<file path="src/rtl/add_rec_fn.sv">
// add_rec_fn: registered IEEE-754 adder/subtractor with rounding modes and exception flags
module add_rec_fn #(
  parameter int EXP_WIDTH = 8,
  parameter int SIG_WIDTH = 23
) (
  input  logic                           clk,
  input  logic                           rst_n,
  input  logic                           control,
  input  logic                           sub_op,
  input  logic [EXP_WIDTH+SIG_WIDTH:0]   a,
  input  logic [EXP_WIDTH+SIG_WIDTH:0]   b,
  input  logic [2:0]                     rounding_mode,
  output logic [EXP_WIDTH+SIG_WIDTH:0]   out,
  output logic [4:0]                     exception_flags
);
  localparam int E  = EXP_WIDTH;
  localparam int S  = SIG_WIDTH;
  localparam int W  = 1 + E + S;
  localparam int MW = S + 4;
  localparam int LW = $clog2(MW + 1);
  localparam int XW = (E > LW ? E : LW) + 2;
  localparam logic [W-1:0]   QNAN = {1'b0, {E{1'b1}}, 1'b1, {(S-1){1'b0}}};
  localparam logic [W-2:0]   INF  = {{E{1'b1}}, {S{1'b0}}};
  localparam logic [W-2:0]   MAXF = {{(E-1){1'b1}}, 1'b0, {S{1'b1}}};

  function automatic logic round_inc(input logic [2:0] rm, input logic sgn, input logic lsb,
                                     input logic g, input logic st);
    return (rm == 3'b001 || rm == 3'b110) ? 1'b0 :
           (rm == 3'b010) ? sgn & (g | st) :
           (rm == 3'b011) ? !sgn & (g | st) :
           (rm == 3'b100) ? g : g & (st | lsb);
  endfunction

  logic          sa, sb, sl, eff_sub, swap;
  logic [E-1:0]  ea, eb;
  logic [S-1:0]  fa, fb;
  logic          a_nan, b_nan, a_snan, b_snan, a_inf, b_inf, inv, any_nan;
  logic [XW-1:0] ea_n, eb_n, el, es, d, lz, lsh, ex;
  logic [S:0]    ma, mb, ml, ms;
  logic [MW-1:0] xs, sh_r, al, n;
  logic          stk;
  logic [MW:0]   sum;
  logic [E:0]    ex_enc;
  logic          inexact_r, inc, inc2, tiny, ovf, to_inf;
  logic [W-1:0]  rnd;
  logic [W-2:0]  mag_o;
  logic [W-1:0]  out_d, out_q;
  logic [4:0]    flags_d, flags_q;

  // Leading-zero count of the unnormalized magnitude sum (MW when the sum is zero)
  always_comb begin
    lz = XW'(MW);
    for (int i = 0; i < MW; i++)
      if (sum[i]) lz = XW'(MW - 1 - i);
  end

  // Unpack, align, add, normalize, round and select special-case results
  always_comb begin
    sa        = a[W-1];
    sb        = b[W-1] ^ sub_op;
    ea        = a[W-2:S];
    eb        = b[W-2:S];
    fa        = a[S-1:0];
    fb        = b[S-1:0];
    a_nan     = (&ea) & (|fa);
    b_nan     = (&eb) & (|fb);
    a_snan    = a_nan & !fa[S-1];
    b_snan    = b_nan & !fb[S-1];
    a_inf     = (&ea) & !(|fa);
    b_inf     = (&eb) & !(|fb);
    eff_sub   = sa ^ sb;
    inv       = a_snan | b_snan | (a_inf & b_inf & eff_sub);
    any_nan   = a_nan | b_nan;
    ea_n      = (ea == '0) ? XW'(1) : XW'(ea);
    eb_n      = (eb == '0) ? XW'(1) : XW'(eb);
    ma        = {|ea, fa};
    mb        = {|eb, fb};
    swap      = b[W-2:0] > a[W-2:0];
    sl        = swap ? sb : sa;
    el        = swap ? eb_n : ea_n;
    es        = swap ? ea_n : eb_n;
    ml        = swap ? mb : ma;
    ms        = swap ? ma : mb;
    d         = el - es;
    xs        = {ms, 3'b000};
    sh_r      = xs >> d;
    stk       = |(xs & ~({MW{1'b1}} << d));
    al        = {sh_r[MW-1:1], sh_r[0] | stk};
    sum       = eff_sub ? {1'b0, ml, 3'b000} - {1'b0, al} : {1'b0, ml, 3'b000} + {1'b0, al};
    lsh       = (lz < el - XW'(1)) ? lz : el - XW'(1);
    n         = sum[MW] ? {sum[MW:2], |sum[1:0]} : sum[MW-1:0] << lsh;
    ex        = sum[MW] ? el + XW'(1) : el - lsh;
    ex_enc    = n[MW-1] ? (E+1)'(ex) : '0;
    inexact_r = |n[2:0];
    inc       = round_inc(rounding_mode, sl, n[3], n[2], |n[1:0]);
    inc2      = round_inc(rounding_mode, sl, n[2], n[1], n[0]);
    rnd       = {ex_enc, n[MW-2:3]} + W'(inc);
    mag_o     = {rnd[W-2:1], rnd[0] | ((rounding_mode == 3'b110) & inexact_r)};
    ovf       = rnd[W-1:S] >= {1'b0, {E{1'b1}}};
    tiny      = !n[MW-1] & (!control | !((&n[MW-2:2]) & inc2));
    to_inf    = (rounding_mode == 3'b010) ? sl :
                (rounding_mode == 3'b011) ? !sl :
                !(rounding_mode == 3'b001 || rounding_mode == 3'b110);
    out_d     = (any_nan | inv) ? QNAN :
                a_inf ? {sa, INF} :
                b_inf ? {sb, INF} :
                (sum == '0) ? {eff_sub ? (rounding_mode == 3'b010) : sa, {(W-1){1'b0}}} :
                ovf ? {sl, to_inf ? INF : MAXF} : {sl, mag_o};
    flags_d   = (any_nan | inv | a_inf | b_inf) ? {inv, 4'b0000} :
                (sum == '0) ? 5'b00000 :
                {2'b00, ovf, tiny & inexact_r & !ovf, inexact_r | ovf};
  end

  // Result and flag registers, cleared asynchronously
  always_ff @(posedge clk or negedge rst_n) begin
    if (!rst_n) begin
      out_q   <= '0;
      flags_q <= '0;
    end else begin
      out_q   <= out_d;
      flags_q <= flags_d;
    end
  end

  assign out             = out_q;
  assign exception_flags = flags_q;
endmodule

</file>
<file path="config.mk">
export PLATFORM = sky130hd
export DESIGN_NAME = add_rec_fn
export DESIGN_NICKNAME = d
export VERILOG_FILES = /design/src/rtl/add_rec_fn.sv
export SDC_FILE = /design/constraint.sdc
export NUM_CORES = 1
export LEC_CHECK = 0
export ABC_AREA = 1
export CORE_MARGIN = 1.5
export CORE_UTILIZATION = 55
export CTS_CLUSTER_DIAMETER = 50
export CTS_CLUSTER_SIZE = 12
export DETAILED_ROUTE_END_ITERATION = 8
export MAX_ROUTING_LAYER = met4
export PLACE_DENSITY = 0.76
export REMOVE_ABC_BUFFERS = 1
export SYNTH_ARGS = -nofsm -noshare
export SYNTH_HDL_FRONTEND = slang
export SYNTH_SLANG_ARGS = --single-unit
</file>
<file path="constraint.sdc">
create_clock -name clk -period 1.1 [get_ports clk]
set_clock_uncertainty 0.2 [all_clocks]
set_input_delay 0.275 -clock clk [delete_from_list [all_inputs] [get_ports clk]]
set_output_delay 0.275 -clock clk [all_outputs]
set_load 0.01 [all_outputs]
</file>
==> metrics.yaml, run 1 <==
grt:
  grt_start_max_net_pins: 83
  grt_overflow: 557
  grt_pass1_vias: 27860
  grt_use_total_pct: 90.20
  grt_pass1_wl_um: 164700
placement:
  gp_congestion: 1.163
  numPortBuffers: 106
  hpwl_um: 45790
floorplanning:
  die_y_um: 153.7
  start_util_pct: 56.71
  io_pins: 108
  num_rows: 54
  fp.dieW_um: 153.7
status:
  status: "aborted with a tool error"
  error: "[ERROR GRT-0116] Global routing finished with congestion. Check the congestion regions in the DRC Viewer."
  stop_stage: "global routing (5_1_grt)"
logic_synthesis:
  seq_area_frac_synth_pct: 7.212
  syn_avg_cell_area_um2: 5.529
  syn-instance-count: 2259
  synth.distinct_cells: 66
  yosys_warnings: 0
  synth.ff_latch_count: 36
  syn_area_um2: 12490
clocking:
  htreeDepth: 2
  max-clock-path-buffers: 2
  clock_sinks: 36
  clk_root_buffer_cell: "clkbuf_16"
  cts_buffers: 5
==> logic make-up after synthesis <==
kind of cell / count (synthesis) / synth area share (%)
adder cells (fa/ha/maj): 105 / 10.70
other: 1 / 0.03002
XOR/XNOR: 45 / 3.426
AND/OR/NAND/NOR: 1420 / 52.19
buffers and inverters: 367 / 12.71
flip-flops: 36 / 7.212
AO/OA/AOI/OAI: 285 / 13.73
==> per-layer routing <==
layer	global-route usage [%]	overflow
met2	104.8	367
met4	93.99	163
met5	-	-
met3	75.56	12
met1	86.01	15
==> timing repair <==
action | in CTS
cloned | 5
hold buffers | 1
hold endpoints to repair | 36
endpoints found under the setup margin | 72
setup buffers | 135
pin swaps | 97
gates resized for setup | 366
==> Yosys cell counts (all sizes together) <==
| library cell | instances | share of area [%] |
|---|---|---|
| nor2 | 214 | 7.4 |
| nand2 | 706 | 22 |
| a22oi | 1 | 0.060 |
| or2 | 17 | 0.85 |
| o21bai | 6 | 0.39 |
| o21ai | 120 | 5.2 |
| o22ai | 4 | 0.20 |
| a21o | 8 | 0.48 |
| nand4 | 66 | 3.6 |
| nor3b | 3 | 0.18 |
| or3 | 1 | 0.050 |
| o211ai | 8 | 0.48 |
| a311oi | 3 | 0.21 |
| ha | 102 | 10 |
| nor3 | 28 | 1.2 |
| and3 | 2 | 0.10 |
| o31ai | 7 | 0.50 |
| nand3b | 1 | 0.060 |
| a221oi | 2 | 0.14 |
| a21boi | 3 | 0.27 |
| and2 | 2 | 0.10 |
| nand3 | 370 | 16 |
| o2111ai | 3 | 0.21 |
| a31oi | 15 | 0.75 |
| a21oi | 88 | 3.7 |
| inv | 272 | 8.2 |
| o221ai | 4 | 0.28 |
| a211o | 1 | 0.070 |
| a211oi | 7 | 0.42 |
| xnor2 | 10 | 0.70 |
| dfrtp | 36 | 7.2 |
| o311ai | 4 | 0.28 |
| buf | 67 | 3.7 |
| nor4 | 10 | 0.50 |
| clkbuf | 23 | 0.69 |
| fa | 3 | 0.48 |
| xor2 | 35 | 2.7 |
| clkinv | 5 | 0.15 |
| conb | 1 | 0.030 |
| a221o | 1 | 0.080 |
==> stage by stage <==
step                setup WS, ns  TNS (ns)  util, %  cell area [µm²]  std cells
CTS                       -11.82   -416.23    93.28            20550       3383
detailed placement        -13.58   -476.21    84.13            18530       3236
global placement          -12.64   -444.96    84.13            18530       3236
floorplan                 -14.11   -483.91        -            11940       2169
==> inputs of run 2 (changes only) <==
CORE_UTILIZATION = 40   (was 55)
CTS_CLUSTER_DIAMETER = unset   (was 50)
CTS_CLUSTER_SIZE = unset   (was 12)
MAX_ROUTING_LAYER = unset   (was met4)
PLACE_DENSITY = unset   (was 0.76)
PLACE_DENSITY_LB_ADDON = 0.15   (was unset)
==> metrics.yaml, run 2 <==
logic_synthesis:
  yosysTopAreaCell: "nand2_1"  # unchanged
  seq_area_frac_synth_pct: 7.212  # unchanged
  synth.distinct_cells: 66  # unchanged
  synth_edf_count: 0  # unchanged
  async_flop_share_pct: 100.0  # unchanged
  post-synth-top-count-cell: "nand2_1"  # unchanged
  synth.ff_latch_count: 36  # unchanged
  yosys_warnings: 0  # unchanged
  syn_area_um2: 12490  # unchanged
  synthTopCellsByArea: "nand2_1, nand3_1, ha_1"  # unchanged
  synth_common_cells: "nand2_1, nand3_1, inv_1"  # unchanged
  synth-main-ff-cell: "dfrtp_1"  # unchanged
  syn-instance-count: 2259  # unchanged
  yosysTopAreaCellShare_pct: 20.19  # unchanged
  syn_avg_cell_area_um2: 5.529  # unchanged
floorplanning:
  io_pins: 108  # unchanged
  start_util_pct: 40.73  # was 56.71%
  die_y_um: 179.7  # was 153.7 µm
  fp.dieW_um: 179.7  # was 153.7 µm
  fp.dieArea_um2: 32300
  num_rows: 64  # was 54
  core_um2: 30670
clocking:
  cts_tree: "built"
  cts.reportedPaths.clkPinSlew_ns: 0.06
  clock_sinks: 36  # unchanged
  cts_buffers: 5  # unchanged
  clk_root_buffer_cell: "clkbuf_16"  # unchanged
  htreeDepth: 2  # unchanged
  max-clock-path-buffers: 2  # unchanged
drt:
  wl_um: 64110
  viasPerCell: 5.521
  route.detailed.wl_per_inst_um: 18.00
  antenna_left: 0
  drtIter0Drc: 1955
  vias: 19670
  post-route-drc-count: 0
  first_pass_iters: 6
timing:
  timing.fmax_mhz: 76.82
  worstMarginPinSlew_ns: 0.8095
  setup_viol: 72
  rsz0062_at_grt: "yes"
  finalCriticalPeriod_ns: 13.02
  fin_crit_sh_pct: 1183
  timing.final.ws_setup_ns: -11.92
  slew_violations: 0
  relSlewSlack_pct: 45.47
  hold_viol_final: 0
layout:
  final_cell_mix: "buf_4, nand2_1, nand3_1"
  fill_cells: 2627
  final_cells: 3562
  multi_input_area_um2: 11310
  area_growth_pct: 74.20
  seq_area_um2: 900.9
  largest_reg_flops: 32
  final_common_cell: "buf_4"
  final_nets: 3340
  fin_util_pct: 70.94
  drive_gt1_share_pct: 41.74
grt:
  grt_pass1_wl_um: 98760
  grt_use_total_pct: 37.45
  grt_pass1_vias: 19000
  antenna_found_initial: 2
  grt_overflow: 0
  grt_start_max_net_pins: 88
setup_path:
  worst_ep_arrival_time_ns: 13.03
  cpMostUsedCell: "nand2_2"
  end_kind: "register"
  worstPathMaxFanout: 7
  crit_type: "in -> reg"
  crit_required_ns: 1.11
  critPathLaunchType: "input port"
  critPathSlowestCell: "fa_2"
  cpPeakStageDelay_ns: 0.36
placement:
  post-place-ws_ns: -13.45  # was -13.58 ns
  gp_congestion: 1.041  # was 1.163
  hpwl_um: 48230  # was 45790 µm
  dp_cells: 3402  # was 3236
  numPortBuffers: 106  # unchanged
pwr:
  ir_worst_vdd_uv: 2866
  cellPowerDensity_nw_per_um2: 2878
  report.power.total_mw: 62.63
  p_leak_nw: 11.72
status:
  violations: "setup timing"
  status: "complete, but fails checks"  # was aborted with a tool error
worst_hold_path:
  hold_path.class: "in -> async"
flow_run:
  max_cap_violations: 0
[run 2: timing repair]
item | in CTS | in global routing
pin swaps | 120 | 96
endpoints found under the hold margin | 36 | 0
gates cloned | 1 | 0
endpoints found under the setup margin | 72 | 72
hold buffers | 1 | 0
resized for setup | 536 | 159
buffers inserted | 139 | 38
[run 2: cells by family after synthesis]
logic type | share of synthesized area [%]
and+or+nand+nor | 52.19
buffers and inverters | 12.71
AOI/OAI and AO/OA | 13.73
adders and majority gates | 10.70
xor gates and xnor gates | 3.426
DFF | 7.212
other | 0.03002
[run 2: cell type report]
type | count | area share (%)
Antenna cell | 1 | 0.01150
Timing Repair Buffer | 988 | 35.93
Clock buffer | 6 | 0.5923
Sequential cell | 36 | 4.140
Clock inverter | 2 | 0.1610
Tap cell | 396 | 2.277
Inverter | 277 | 4.894
Multi-Input combinational cell | 1856 | 51.99
[run 2: power breakdown]
part           leakage [nW]  internal, mW  switching, mW  total (mW)
sequential            0.421          2.15          0.190        2.34
clock                0.0808          1.07          0.567        1.63
combinational          11.2          26.8           31.8        58.7
[run 2: worst max-delay path by stage]
stage,start,cells past startpoint,slack (ns),end
finish,b[11],103,-11.92,out[7]
global route,a[29],102,-12.56,out[7]
CTS,a[5],95,-11.33,out[20]
detailed placement,a[6],99,-13.45,out[1]
global placement,a[6],99,-13.02,out[1]
floorplan,a[30],81,-14.11,out[0]
[run 2: routing by layer]
layer,wire (µm),GRT usage (%)
met1,27080,50.09
met2,29370,62.06
met3,4999,4.923
met4,2659,12.17
met5,0,0
[run 2: metrics by stage]
step	instance area (µm²)	setup TNS (ns)	hold WS, ns
2_1_floorplan	11940	-483.91	-0.2206
3_3_place_gp	19080	-458.62	0.04144
3_5_place_dp	19080	-472.74	0.05768
4_1_cts	21100	-398.53	0.3060
5_1_grt	21760	-440.58	0.3117
6_report	21760	-417.36	0.2871
[run 2: worst max-delay path: cells and delay by family]
kind | cells | cell delay (ns)
simple gates | 58 | 5.98
compound gates | 20 | 2.81
fa+ha+maj | 8 | 1.94
buf+inv | 16 | 1.75
xor+xnor | 1 | 0.20
Power figures use the tool's default switching activity.
